File: config.mk
export PLATFORM = sky130hd
export DESIGN_NAME = mux_scan_ctrl_flat
export DESIGN_NICKNAME = d
export VERILOG_FILES = /design/src/rtl/mux_scan_ctrl_pkg.sv /design/src/rtl/mux_scan_ctrl_if.sv /design/src/rtl/mux_scan_ctrl_timer.sv /design/src/rtl/mux_scan_ctrl.sv /design/src/flat_wrapper.sv
export SDC_FILE = /design/constraint.sdc
export NUM_CORES = 1
export LEC_CHECK = 0
export BUFFER_PORTS_ARGS = -buffer_cell sky130_fd_sc_hd__buf_2
export CAP_MARGIN = 20
export CORE_UTILIZATION = 25
export CTS_CLUSTER_DIAMETER = 100
export DETAILED_ROUTE_END_ITERATION = 6
export GPL_TIMING_DRIVEN = 0
export PLACE_DENSITY = 0.39
export SLEW_MARGIN = 10
export SYNTH_ARGS = -nofsm -noshare
export SYNTH_HDL_FRONTEND = slang
export SYNTH_SLANG_ARGS = --single-unit
File: constraint.sdc
create_clock -name clk -period 2.55 [get_ports clk]
set_clock_uncertainty 0.2 [all_clocks]
set_input_delay 0.51 -clock clk [delete_from_list [all_inputs] [get_ports clk]]
set_output_delay 0.51 -clock clk [all_outputs]
set_load 0.05 [all_outputs]
File: src/rtl/mux_scan_ctrl_pkg.sv
// -----------------------------------------------------------------------------
// mux_scan_pkg
// Shared types and constants for the 4:1 mux scan sequencer.
//   state_t  : sequencer states
//   ch_t     : 2-bit channel index, also the {s1,s0} select encoding
//   CH_A..D  : channel -> select encodings
//   TMR_W    : settle timer width (holds up to 15)
// -----------------------------------------------------------------------------
package mux_scan_pkg;

    localparam int NUM_CH = 4;
    localparam int TMR_W  = 4;

    typedef logic [1:0] ch_t;

    typedef enum logic [1:0] {
        IDLE    = 2'd0,
        SETTLE  = 2'd1,
        SAMPLE  = 2'd2,
        PUBLISH = 2'd3
    } state_t;

    localparam ch_t CH_A = 2'd0;
    localparam ch_t CH_B = 2'd1;
    localparam ch_t CH_C = 2'd2;
    localparam ch_t CH_D = 2'd3;

endpackage

File: src/rtl/mux_scan_ctrl_if.sv
// -----------------------------------------------------------------------------
// mux_scan_ctrl_if
// Downstream frame handshake.
//   frame       : published 4-bit frame (bit0=a .. bit3=d)
//   frame_valid : frame holds unconsumed data
//   frame_ready : consumer accepts on an edge where valid && ready
// master = producer (mux_scan_ctrl), slave = consumer.
// -----------------------------------------------------------------------------
interface mux_scan_ctrl_if;

    logic [3:0] frame;
    logic       frame_valid;
    logic       frame_ready;

    modport master (output frame, output frame_valid, input frame_ready);
    modport slave  (input frame, input frame_valid, output frame_ready);

endinterface

File: src/rtl/mux_scan_ctrl_timer.sv
// -----------------------------------------------------------------------------
// mux_scan_timer
// Loadable down-counter used to time the settle window.
//   clk, rst : clock, synchronous active-high reset
//   load     : load load_val (wins over en)
//   en       : count down by one, saturating at zero
//   load_val : value loaded on load
//   done     : the current cycle is the last one of the window
// -----------------------------------------------------------------------------
module mux_scan_timer
    import mux_scan_pkg::*;
#(
    parameter int W = TMR_W
) (
    input  logic         clk,
    input  logic         rst,
    input  logic         load,
    input  logic         en,
    input  logic [W-1:0] load_val,
    output logic         done
);

    logic [W-1:0] count;

    always_ff @(posedge clk) begin
        if (rst) begin
            count <= '0;
        end else if (load) begin
            count <= load_val;
        end else if (en && count != '0) begin
            count <= count - W'(1);
        end
    end

    // Loaded with N, done is seen while count==1, so the window lasts N cycles.
    assign done = (count <= W'(1));

endmodule

File: src/rtl/mux_scan_ctrl.sv
// -----------------------------------------------------------------------------
// mux_scan_ctrl
// Drives the select lines of an external 4:1 mux round-robin through a,b,c,d,
// waits SETTLE_CYCLES after each select change, samples y, and publishes the
// four samples as one frame over a valid/ready handshake.
//   clk, rst : clock, synchronous active-high reset
//   start    : one-shot scan request, honoured only in IDLE
//   cont     : at frame end, start the next scan immediately
//   s0, s1   : registered mux selects ({s1,s0} = channel)
//   y        : mux output
//   busy     : not IDLE
//   overrun  : sticky, a completed frame was dropped
//   clr_ovr  : clears overrun, wins over a same-cycle set
//   bus      : frame / frame_valid / frame_ready handshake
// -----------------------------------------------------------------------------
module mux_scan_ctrl
    import mux_scan_pkg::*;
#(
    parameter int SETTLE_CYCLES = 2
) (
    input  logic                  clk,
    input  logic                  rst,
    input  logic                  start,
    input  logic                  cont,
    output logic                  s0,
    output logic                  s1,
    input  logic                  y,
    output logic                  busy,
    output logic                  overrun,
    input  logic                  clr_ovr,
    mux_scan_ctrl_if.master       bus
);

    state_t            state, state_nxt;
    ch_t               ch, ch_nxt;
    ch_t               sel, sel_nxt;
    logic [NUM_CH-1:0] shadow, shadow_nxt;
    logic [NUM_CH-1:0] frame_q, frame_nxt;
    logic              fv_q, fv_nxt;
    logic              ovr_q, ovr_nxt;
    logic              ovr_set;
    logic              accept;
    logic              tmr_load, tmr_en, tmr_done;

    mux_scan_timer #(.W(TMR_W)) u_timer (
        .clk      (clk),
        .rst      (rst),
        .load     (tmr_load),
        .en       (tmr_en),
        .load_val (TMR_W'(SETTLE_CYCLES)),
        .done     (tmr_done)
    );

    assign accept = fv_q && bus.frame_ready;

    always_ff @(posedge clk) begin
        if (rst) begin
            state   <= IDLE;
            ch      <= CH_A;
            sel     <= CH_A;
            shadow  <= '0;
            frame_q <= '0;
            fv_q    <= 1'b0;
            ovr_q   <= 1'b0;
        end else begin
            state   <= state_nxt;
            ch      <= ch_nxt;
            sel     <= sel_nxt;
            shadow  <= shadow_nxt;
            frame_q <= frame_nxt;
            fv_q    <= fv_nxt;
            ovr_q   <= ovr_nxt;
        end
    end

    always_comb begin
        state_nxt  = state;
        ch_nxt     = ch;
        sel_nxt    = sel;
        shadow_nxt = shadow;
        frame_nxt  = frame_q;
        fv_nxt     = fv_q;
        ovr_set    = 1'b0;
        tmr_load   = 1'b0;
        tmr_en     = 1'b0;

        // An accept clears valid; a same-edge publish below overrides it.
        if (accept) begin
            fv_nxt = 1'b0;
        end

        unique case (state)
            IDLE: begin
                if (start) begin
                    state_nxt = SETTLE;
                    ch_nxt    = CH_A;
                    sel_nxt   = CH_A;
                    tmr_load  = 1'b1;
                end
            end
            SETTLE: begin
                tmr_en = 1'b1;
                if (tmr_done) begin
                    state_nxt = SAMPLE;
                end
            end
            SAMPLE: begin
                shadow_nxt[ch] = y;
                if (ch == CH_D) begin
                    state_nxt = PUBLISH;
                end else begin
                    ch_nxt    = ch_t'(ch + 2'd1);
                    sel_nxt   = ch_t'(ch + 2'd1);
                    state_nxt = SETTLE;
                    tmr_load  = 1'b1;
                end
            end
            PUBLISH: begin
                if (!fv_q || accept) begin
                    frame_nxt = shadow;
                    fv_nxt    = 1'b1;
                end else begin
                    ovr_set = 1'b1;
                end
                if (cont) begin
                    state_nxt = SETTLE;
                    ch_nxt    = CH_A;
                    sel_nxt   = CH_A;
                    tmr_load  = 1'b1;
                end else begin
                    // selects keep pointing at d until the next start
                    state_nxt = IDLE;
                end
            end
            default: state_nxt = IDLE;
        endcase

        if (clr_ovr) begin
            ovr_nxt = 1'b0;
        end else if (ovr_set) begin
            ovr_nxt = 1'b1;
        end else begin
            ovr_nxt = ovr_q;
        end
    end

    assign s0              = sel[0];
    assign s1              = sel[1];
    assign busy            = (state != IDLE);
    assign overrun         = ovr_q;
    assign bus.frame       = frame_q;
    assign bus.frame_valid = fv_q;

endmodule

File: src/flat_wrapper.sv
// flat-port wrapper written by rule: the top's interface ports become plain ports
module mux_scan_ctrl_flat import mux_scan_pkg::*;
#(
    parameter int SETTLE_CYCLES = 2
)
  (clk, rst, start, cont, s0, s1, y, busy, overrun, clr_ovr, bus_frame, bus_frame_valid, bus_frame_ready);
  mux_scan_ctrl_if bus_i ();
  input  logic clk;
  input  logic rst;
  input  logic start;
  input  logic cont;
  output logic s0;
  output logic s1;
  input  logic y;
  output logic busy;
  output logic overrun;
  input  logic clr_ovr;
  output wire logic [$bits(bus_i.frame)-1:0] bus_frame;
  output wire logic [$bits(bus_i.frame_valid)-1:0] bus_frame_valid;
  input wire logic [$bits(bus_i.frame_ready)-1:0] bus_frame_ready;
  assign bus_frame = bus_i.frame;
  assign bus_frame_valid = bus_i.frame_valid;
  assign bus_i.frame_ready = bus_frame_ready;
  mux_scan_ctrl #(.SETTLE_CYCLES(SETTLE_CYCLES)) u_core (.clk(clk), .rst(rst), .start(start), .cont(cont), .s0(s0), .s1(s1), .y(y), .busy(busy), .overrun(overrun), .clr_ovr(clr_ovr), .bus(bus_i));
endmodule
==> flow_summary.ini, run 1 <==
[finish]
num-nets-final = 136
mostFrequentLayoutCells = dfxtp_1 (18), buf_2 (14), nand2_1 (11)
finalInstanceArea_sq_um = 1061
diodes = 0
layout_commonest_cell = dfxtp_1
postLayoutCoreUtil = 0.3130
fillers = 376
drive_above_1_share = 0.2314
area_delta_synth_final_pct = 18.27

[pwr]
pwr_density_cell_nw_per_um2 = 556.3
ir_drop_uv = 220.5
p_leak_nw = 0.4220
total_power_mw = 0.5903

[critical_path]
cp_data_arrival_time_ns = 1.31
cp_top_family = buffers and inverters
slowest_stage = dfxtp_1
critPathKind = flop to output pin
required_ns = 1.84
max_stage_delay_ns = 0.34
startpoint_type = flop
crit_chain = buf_4 > or2_2 > buf_2
critical_path_buf_inv_count = 2
cp-end-kind = output pin
cp_max_fo = 10

[drt]
dr_total_vias = 713
wl_mm = 1.821
drt_iter0_drc = 36
ant_nets = 0
vias_per_cell = 4.269
first_pass_iters = 4
detail_route.drc_violations = 0
wl_per_cell_microns = 10.90

[placed_design]
place_area_sq_um = 1025
hpwl_mm = 1.343
io_buffers = 14
place.gp.congestion = 0.8198

[floorplanning]
rows = 21
start_util = 0.2647
pin_count = 16
die_h_microns = 61.91
die_x_microns = 61.91
dieArea_sq_um = 3832
core_sq_um = 3390

[sta]
fmax_ghz = 0.4961
fin_crit_sh = 0.7906
rsz0062_at_grt = false
hold_viol = 0
tightestPinTransition_ns = 0.5273
fin_crit_ns = 2.016
setup_tns_ns = 0
slew_headroom = 0.6484
setup_viol = 0
drv_slew = 0

[grt]
grt_pass1_vias = 588
overflow = 0
grt_max_degree = 11
grt_usage = 0.1018
antenna_found_initial = 0
grt_pass1_wl_mm = 2.787

[clock_tree]
clockBufferDepth = 2
cts.clk_slew.worst_paths_ns = 0.10
root_buffer = clkbuf_4
htree_levels = 1
clkLatencyLatePin_ns = 0.29
cts_tree = built
cts_made_buffers = 3
post_cts_buffers = 0
ctsHoldBuffers = 0
cts_resized = 0
cts_sinks = 18

[synthesis]
postSynth.asyncResetShare = 0
synth-edff-count = 0
yosysWarnings = 0
yosys_register_bits = 18
syn_area_sq_um = 897.1
syn_nets = 117
avgSynthCellArea_sq_um = 8.710
synth_cells = 103
synth_seq_area_share = 0.4017
synth.distinct_cells = 25
ys.flop_type = dfxtp_1

[run]
max_cap_violations = 0

[min_path]
hold_path_class = input pin to flop

[run_status]
status = complete, no violations
==> stage by stage <==
| stage | hold WS, ns | std cells | setup WS (ns) |
|---|---|---|---|
| after floorplan | 0.2360 | 103 | 0.6150 |
| after global placement | 0.2529 | 163 | 0.7295 |
| after detailed placement | 0.2521 | 163 | 0.7342 |
| after CTS | 0.1582 | 167 | 0.5254 |
| after global routing | 0.1427 | 167 | 0.4661 |
| final | 0.1623 | 167 | 0.5341 |
==> kinds of logic (layout without fill, tap and decap cells) <==
| kind of cell | Yosys count | count (layout) | share of synthesized area |
|---|---|---|---|
| and+or+nand+nor | 43 | 43 | 0.2385 |
| DFF | 18 | 18 | 0.4017 |
| AOI/OAI and AO/OA | 17 | 17 | 0.1130 |
| buffers and inverters | 10 | 28 | 0.05440 |
| adders and majority gates | 7 | 7 | 0.09762 |
| muxes | 7 | 7 | 0.08507 |
| xor gates and xnor gates | 1 | 1 | 0.009765 |
==> worst register-to-register path, cell delays in order, from the launching register on <==
cell,delay [ns]
dfxtp_1,0.45
ha_1,0.27
nand2b_1,0.10
a31o_1,0.29
mux2_4,0.32
nor2_2,0.07
==> cells in the mapped netlist, types with 3 or more instances <==
library cell,instances,area [sq um]
nand2b_1,3,18.77
a21oi_1,10,50.05
ha_1,7,87.58
nand2_1,11,41.29
nand3_1,4,20.02
dfxtp_1,18,360.4
mux2i_1,5,50.05
nor3_1,5,25.02
nor2_1,10,37.54
buf_4,3,22.52
nor2b_1,4,25.02
a31oi_1,3,18.77
inv_1,5,18.77
==> path summary, 6_finish.rpt <==
check | start | slack [ns] | to | cells past startpoint
setup reg to reg | u_core.ch[0] | 0.80 | u_core.ch[1] | 5
hold / removal | clr_ovr | 0.16 | u_core.overrun | 2
setup / recovery | u_core.state[1] | 0.53 | busy | 3
hold reg to reg | u_core.shadow[2] | 0.26 | u_core.shadow[2] | 2
==> power by group <==
| part | total [mW] | internal (mW) | switching (mW) |
|---|---|---|---|
| Sequential | 0.299 | 0.291 | 0.00822 |
| Clock | 0.176 | 0.0870 | 0.0886 |
| Combinational | 0.116 | 0.0454 | 0.0705 |
| Total | 0.590 | 0.423 | 0.167 |
==> final cells by class <==
cell class	count	area, sq um	area share
tap	46	57.56	0.05425
multi-input combinational	75	488.0	0.4599
buffer	5	30.03	0.02830
clock buffer	4	36.28	0.03420
timing repair buffer	14	70.07	0.06604
inverter	5	18.77	0.01769
sequential	18	360.3	0.3396
==> registers in the layout (all words and copies together), names as in the netlist <==
signal / count
u_core.ch: 2
u_core.overrun: 1
u_core.bus.frame: 4
u_core.shadow: 4
u_core.state: 2
u_core.u_timer.count: 4
u_core.bus.frame_valid: 1
==> per-layer routing <==
| layer | part of all wire | GRT usage | up-vias |
|---|---|---|---|
| met4 | 0 | 0.01905 | 0 |
| li1 | - | - | 378 |
| met1 | 0.55 | 0.1477 | 318 |
| met2 | 0.40 | 0.1444 | 17 |
| met3 | 0.047 | 0.03727 | 0 |
| met5 | 0 | 0 | - |
(Power assumes the default switching activity.)
==> inputs of run 2 (changes only) <==
clock period = 1.9 ns   (was 2.55 ns; I/O delays follow)
==> run 2 against run 1 <==
  * Non-clock buffer count unchanged
  * Final area down 0.47%
  * Die area unchanged
  * Critical path depth unchanged
  * Setup slack worse by 0.47 ns
  * Worst hold slack worse by 0.13 ns
==> flow_summary.ini, run 2 (synthesized netlist as in run 1, its figures left out) <==
[critical_path]
timing.rr.start = u_core.u_timer.count[0]
crit_chain = buf_4 > or2_2 > buf_6
cp-end-kind = output pin
rr_worst_depth = 5
startpoint_type = flop
max_stage_delay_ns = 0.34
required_ns = 1.32
crit_path_start = u_core.state[1]
cp_data_arrival_time_ns = 1.26
critPathKind = flop to output pin
cp_max_fo = 10
reg2reg_to = u_core.u_timer.count[1]
slowest_stage = dfxtp_1
r2r_setup_slack_ns = 0.24

[min_path]
hold_end = u_core.overrun
worstHoldStart = clr_ovr
hold_path_class = input pin to flop
min_path_cells = 2

[sta]
drv_slew = 0
setup_viol = 0
setup_ws_ns = 0.05926
slew_headroom = 0.6692
rsz0062_at_grt = false
fin_crit_sh = 0.9688
tightestPinTransition_ns = 0.4962
fmax_ghz = 0.5433
setup_tns_ns = 0
hold_viol = 0
fin_crit_ns = 1.841

[drt]
wl_mm = 1.714
drt_iter0_drc = 17
dr_total_vias = 737
ant_nets = 0
detail_route.drc_violations = 0
vias_per_cell = 4.440
wl_per_cell_microns = 10.33
first_pass_iters = 4

[floorplanning]
die_x_microns = 61.91
core_sq_um = 3390
start_util = 0.2647
die_h_microns = 61.91
dieArea_sq_um = 3832
rows = 21
pin_count = 16

[run]
max_cap_violations = 0

[clock_tree]
cts.clk_slew.worst_paths_ns = 0.10
root_buffer = clkbuf_4
cts_sinks = 18
clkLatencyLatePin_ns = 0.29
cts_made_buffers = 3
clockBufferDepth = 2
cts_resized = 0
htree_levels = 1
post_cts_buffers = 0
cts_tree = built
ctsHoldBuffers = 0

[grt]
grt_max_degree = 11
overflow = 0
antenna_found_initial = 0
grt_usage = 0.09935
grt_pass1_vias = 622
grt_pass1_wl_mm = 2.697

[finish]
drive_above_1_share = 0.2417
area_delta_synth_final_pct = 17.71
num-nets-final = 136
fillers = 362
layout_commonest_cell = dfxtp_1
diodes = 0
mostFrequentLayoutCells = dfxtp_1 (16), buf_2 (13), nand2_1 (11)

[run_status]
status = complete, no violations

[pwr]
total_power_mw = 0.7428
ir_drop_uv = 218.5
pwr_density_cell_nw_per_um2 = 703.4
p_leak_nw = 0.4173

[placed_design]
dp_slack_ns = 0.2410
place.gp.congestion = 0.7199
io_buffers = 14
hpwl_mm = 1.344
[run 2: power by group]
group	total (mW)	leakage (nW)	switching, mW	internal [mW]
Sequential	0.401	0.147	0.0103	0.390
Clock	0.184	0.0138	0.111	0.0736
Combinational	0.158	0.257	0.0929	0.0650
Total	0.743	0.417	0.214	0.529
[run 2: per-stage QoR]
step | util | hold WS (ns) | std cells | area, sq um
after floorplan | - | 0.2360 | 103 | 899.6
after global placement | 0.3031 | 0.2524 | 163 | 1027
after detailed placement | 0.3031 | 0.2491 | 163 | 1027
after CTS | 0.3097 | 0.02158 | 166 | 1050
after global routing | 0.3116 | 0.02236 | 166 | 1056
final | 0.3116 | 0.03680 | 166 | 1056
[run 2: critical path, delay by kind of cell (launching register included)]
family,cells,cell delay (ns)
DFF,1,0.34
and+or+nand+nor,1,0.30
buffers and inverters,2,0.33
[run 2: layer usage]
layer  wire (microns)  global-route usage  vias up
li1                 -                   -      382
met1              872              0.1244      337
met2              744              0.1551       16
met3               76             0.04348        2
met4               21             0.02857        0
met5                0                   0        -
[run 2: final cells by class]
class | instances | area, sq um | share of cell area
Multi-Input combinational cell | 75 | 488.0 | 0.4621
Sequential cell | 18 | 362.8 | 0.3436
Timing Repair Buffer | 14 | 76.32 | 0.07228
Tap cell | 46 | 57.56 | 0.05450
Buffer | 5 | 30.03 | 0.02844
Clock buffer | 3 | 22.52 | 0.02133
Inverter | 5 | 18.77 | 0.01777
[run 2: worst max path at each step]
| stage | to | depth (start not counted) | slack, ns |
|---|---|---|---|
| final | busy | 3 | 0.06 |
| after floorplan | u_core.ch[1] | 5 | 0.18 |
| after global routing | busy | 3 | 0.005 |
| after detailed placement | u_core.u_timer.count[1] | 5 | 0.24 |
| after CTS | busy | 3 | 0.004 |
| after global placement | u_core.bus.frame[2] | 3 | 0.19 |
==> inputs of run 3 (changes only) <==
SETUP_SLACK_MARGIN = 0.4   (was unset)
==> run 3 against run 2 <==
  * Final area increased by 26%
  * Critical path depth unchanged
  * Total power grew 23%
  * Sequential cell count unchanged
  * Register-to-register slack improved by 0.07 ns
  * Cell count increased by 9.0%
  * Via count increased by 9.9%
  * Global-route usage grew 2.2 points
  * Worst hold slack got worse by 0.013 ns
  * First-iteration DRC count rose to 3.1 times the previous value
  * Maximum frequency up 6.8%
  * Core utilization increased by 8.2 points
  * Critical endpoint unchanged
==> flow_summary.ini, run 3 (synthesized netlist as in run 1, its figures left out) <==
[sta]
fin_crit_sh = 0.9071
hold_viol = 0
rsz0062_at_grt = true
setup_viol = 0
fmax_ghz = 0.5802
fin_crit_ns = 1.723
drv_slew = 0
fin_hold_ws_ns = 0.02407
slew_headroom = 0.6487
tightestPinTransition_ns = 0.5269
setup_tns_ns = 0

[pwr]
pwr_density_cell_nw_per_um2 = 685.5
pwr-share-seq = 0.438
intPower_mw = 0.6462
ir_drop_uv = 295.4
p_leak_nw = 0.5205
power.share.clock = 0.268
switchingPower_mw = 0.2673
swShare = 0.2926
combPwrFrac = 0.294

[critical_path]
required_ns = 1.32
cp_max_fo = 2
slowest_stage = dfxtp_2
critPathKind = flop to output pin
cp_top_family = flip-flops
crit_chain = buf_6 > or2_4 > buf_8
cp_data_arrival_time_ns = 1.14
cp.depth = 3
startpoint_type = flop
max_stage_delay_ns = 0.34
cp-end-kind = output pin
rr_worst_depth = 7
critical_path_buf_inv_count = 2

[floorplanning]
rows = 21
pin_count = 16
start_util = 0.2647
die_h_microns = 61.91
dieArea_sq_um = 3832
core_sq_um = 3390
die_x_microns = 61.91

[placed_design]
io_buffers = 14
place.gp.congestion = 0.7412
hpwl_mm = 1.378

[run_status]
status = complete, no violations

[grt]
overflow = 0
grt_usage = 0.1209
antenna_found_initial = 0
grt_pass1_vias = 719
grt_max_degree = 11
grt_pass1_wl_mm = 3.222

[drt]
wl_per_cell_microns = 11.63
detail_route.drc_violations = 0
ant_nets = 0
first_pass_iters = 4
dr_total_vias = 810
vias_per_cell = 4.475
drt_iter0_drc = 53
wl_mm = 2.105

[min_path]
hold_path_class = input pin to flop
min_path_cells = 2

[finish]
diodes = 0
num-nets-final = 150
postLayoutCoreUtil = 0.3931
fillers = 362
mostFrequentLayoutCells = buf_4 (13), dfxtp_1 (12), nor2_1 (10)
area_delta_synth_final_pct = 48.54
layout_commonest_cell = buf_4
drive_above_1_share = 0.4444

[clock_tree]
clkLatencyLatePin_ns = 0.30
cts_made_buffers = 3
ctsHoldBuffers = 0
cts_tree = built
root_buffer = clkbuf_4
htree_levels = 1
cts.clk_slew.worst_paths_ns = 0.11
clockBufferDepth = 2
cts_sinks = 18

[run]
max_cap_violations = 0
## run 3: layout make-up
type / instances / area (sq um) / share of cell area
plain buffers: 5 / 41.29 / 0.03099
multi-input cells: 75 / 581.8 / 0.4366
flip-flops and latches: 18 / 375.4 / 0.2817
well taps: 46 / 57.56 / 0.04319
repair buffers: 28 / 221.5 / 0.1662
clock buffers: 4 / 36.28 / 0.02723
inverters: 5 / 18.77 / 0.01408
## run 3: path summary, 6_finish.rpt
check | endpoint | start | slack (ns)
worst max-delay path | busy | u_core.state[1] | 0.18
worst min-delay path | u_core.overrun | clr_ovr | 0.02
worst max register to register | u_core.u_timer.count[1] | u_core.state[0] | 0.31
worst min register to register | u_core.shadow[2] | u_core.shadow[2] | 0.26
## run 3: metal layers
metal,up-vias,track usage,share of wire
li1,413,-,-
met1,372,0.1593,0.49
met2,20,0.1843,0.44
met3,5,0.02484,0.043
met4,0,0.06667,0.025
met5,-,0,0
## run 3: power groups by stage
stage          sequential, mW  combinational, mW  clock (mW)
6_report                0.400              0.269       0.245
5_1_grt                 0.403              0.291       0.270
4_1_cts                 0.400              0.231       0.257
3_5_place_dp            0.408              0.158           0
3_3_place_gp            0.408              0.156           0
2_1_floorplan           0.412              0.117           0
## run 3: through the flow
| step | instances | area, sq um | power, mW | worst slack, ns |
|---|---|---|---|---|
| CTS | 177 | 1236 | 0.8884 | 0.1709 |
| finish | 181 | 1333 | 0.9135 | 0.1766 |
| global placement | 163 | 1046 | 0.5640 | 0.1687 |
| floorplan | 103 | 918.4 | 0.5284 | 0.3762 |
| global route | 181 | 1333 | 0.9635 | 0.1480 |
| detailed placement | 163 | 1046 | 0.5661 | 0.1909 |
## run 3: what timing repair did
item / CTS / global route
gates cloned: 1 / 0
endpoints found under the hold margin: 0 / 0
endpoints found under the setup margin: 7 / 23
pin swaps: 1 / 5
buffers inserted: 9 / 4
resized for setup: 24 / 23
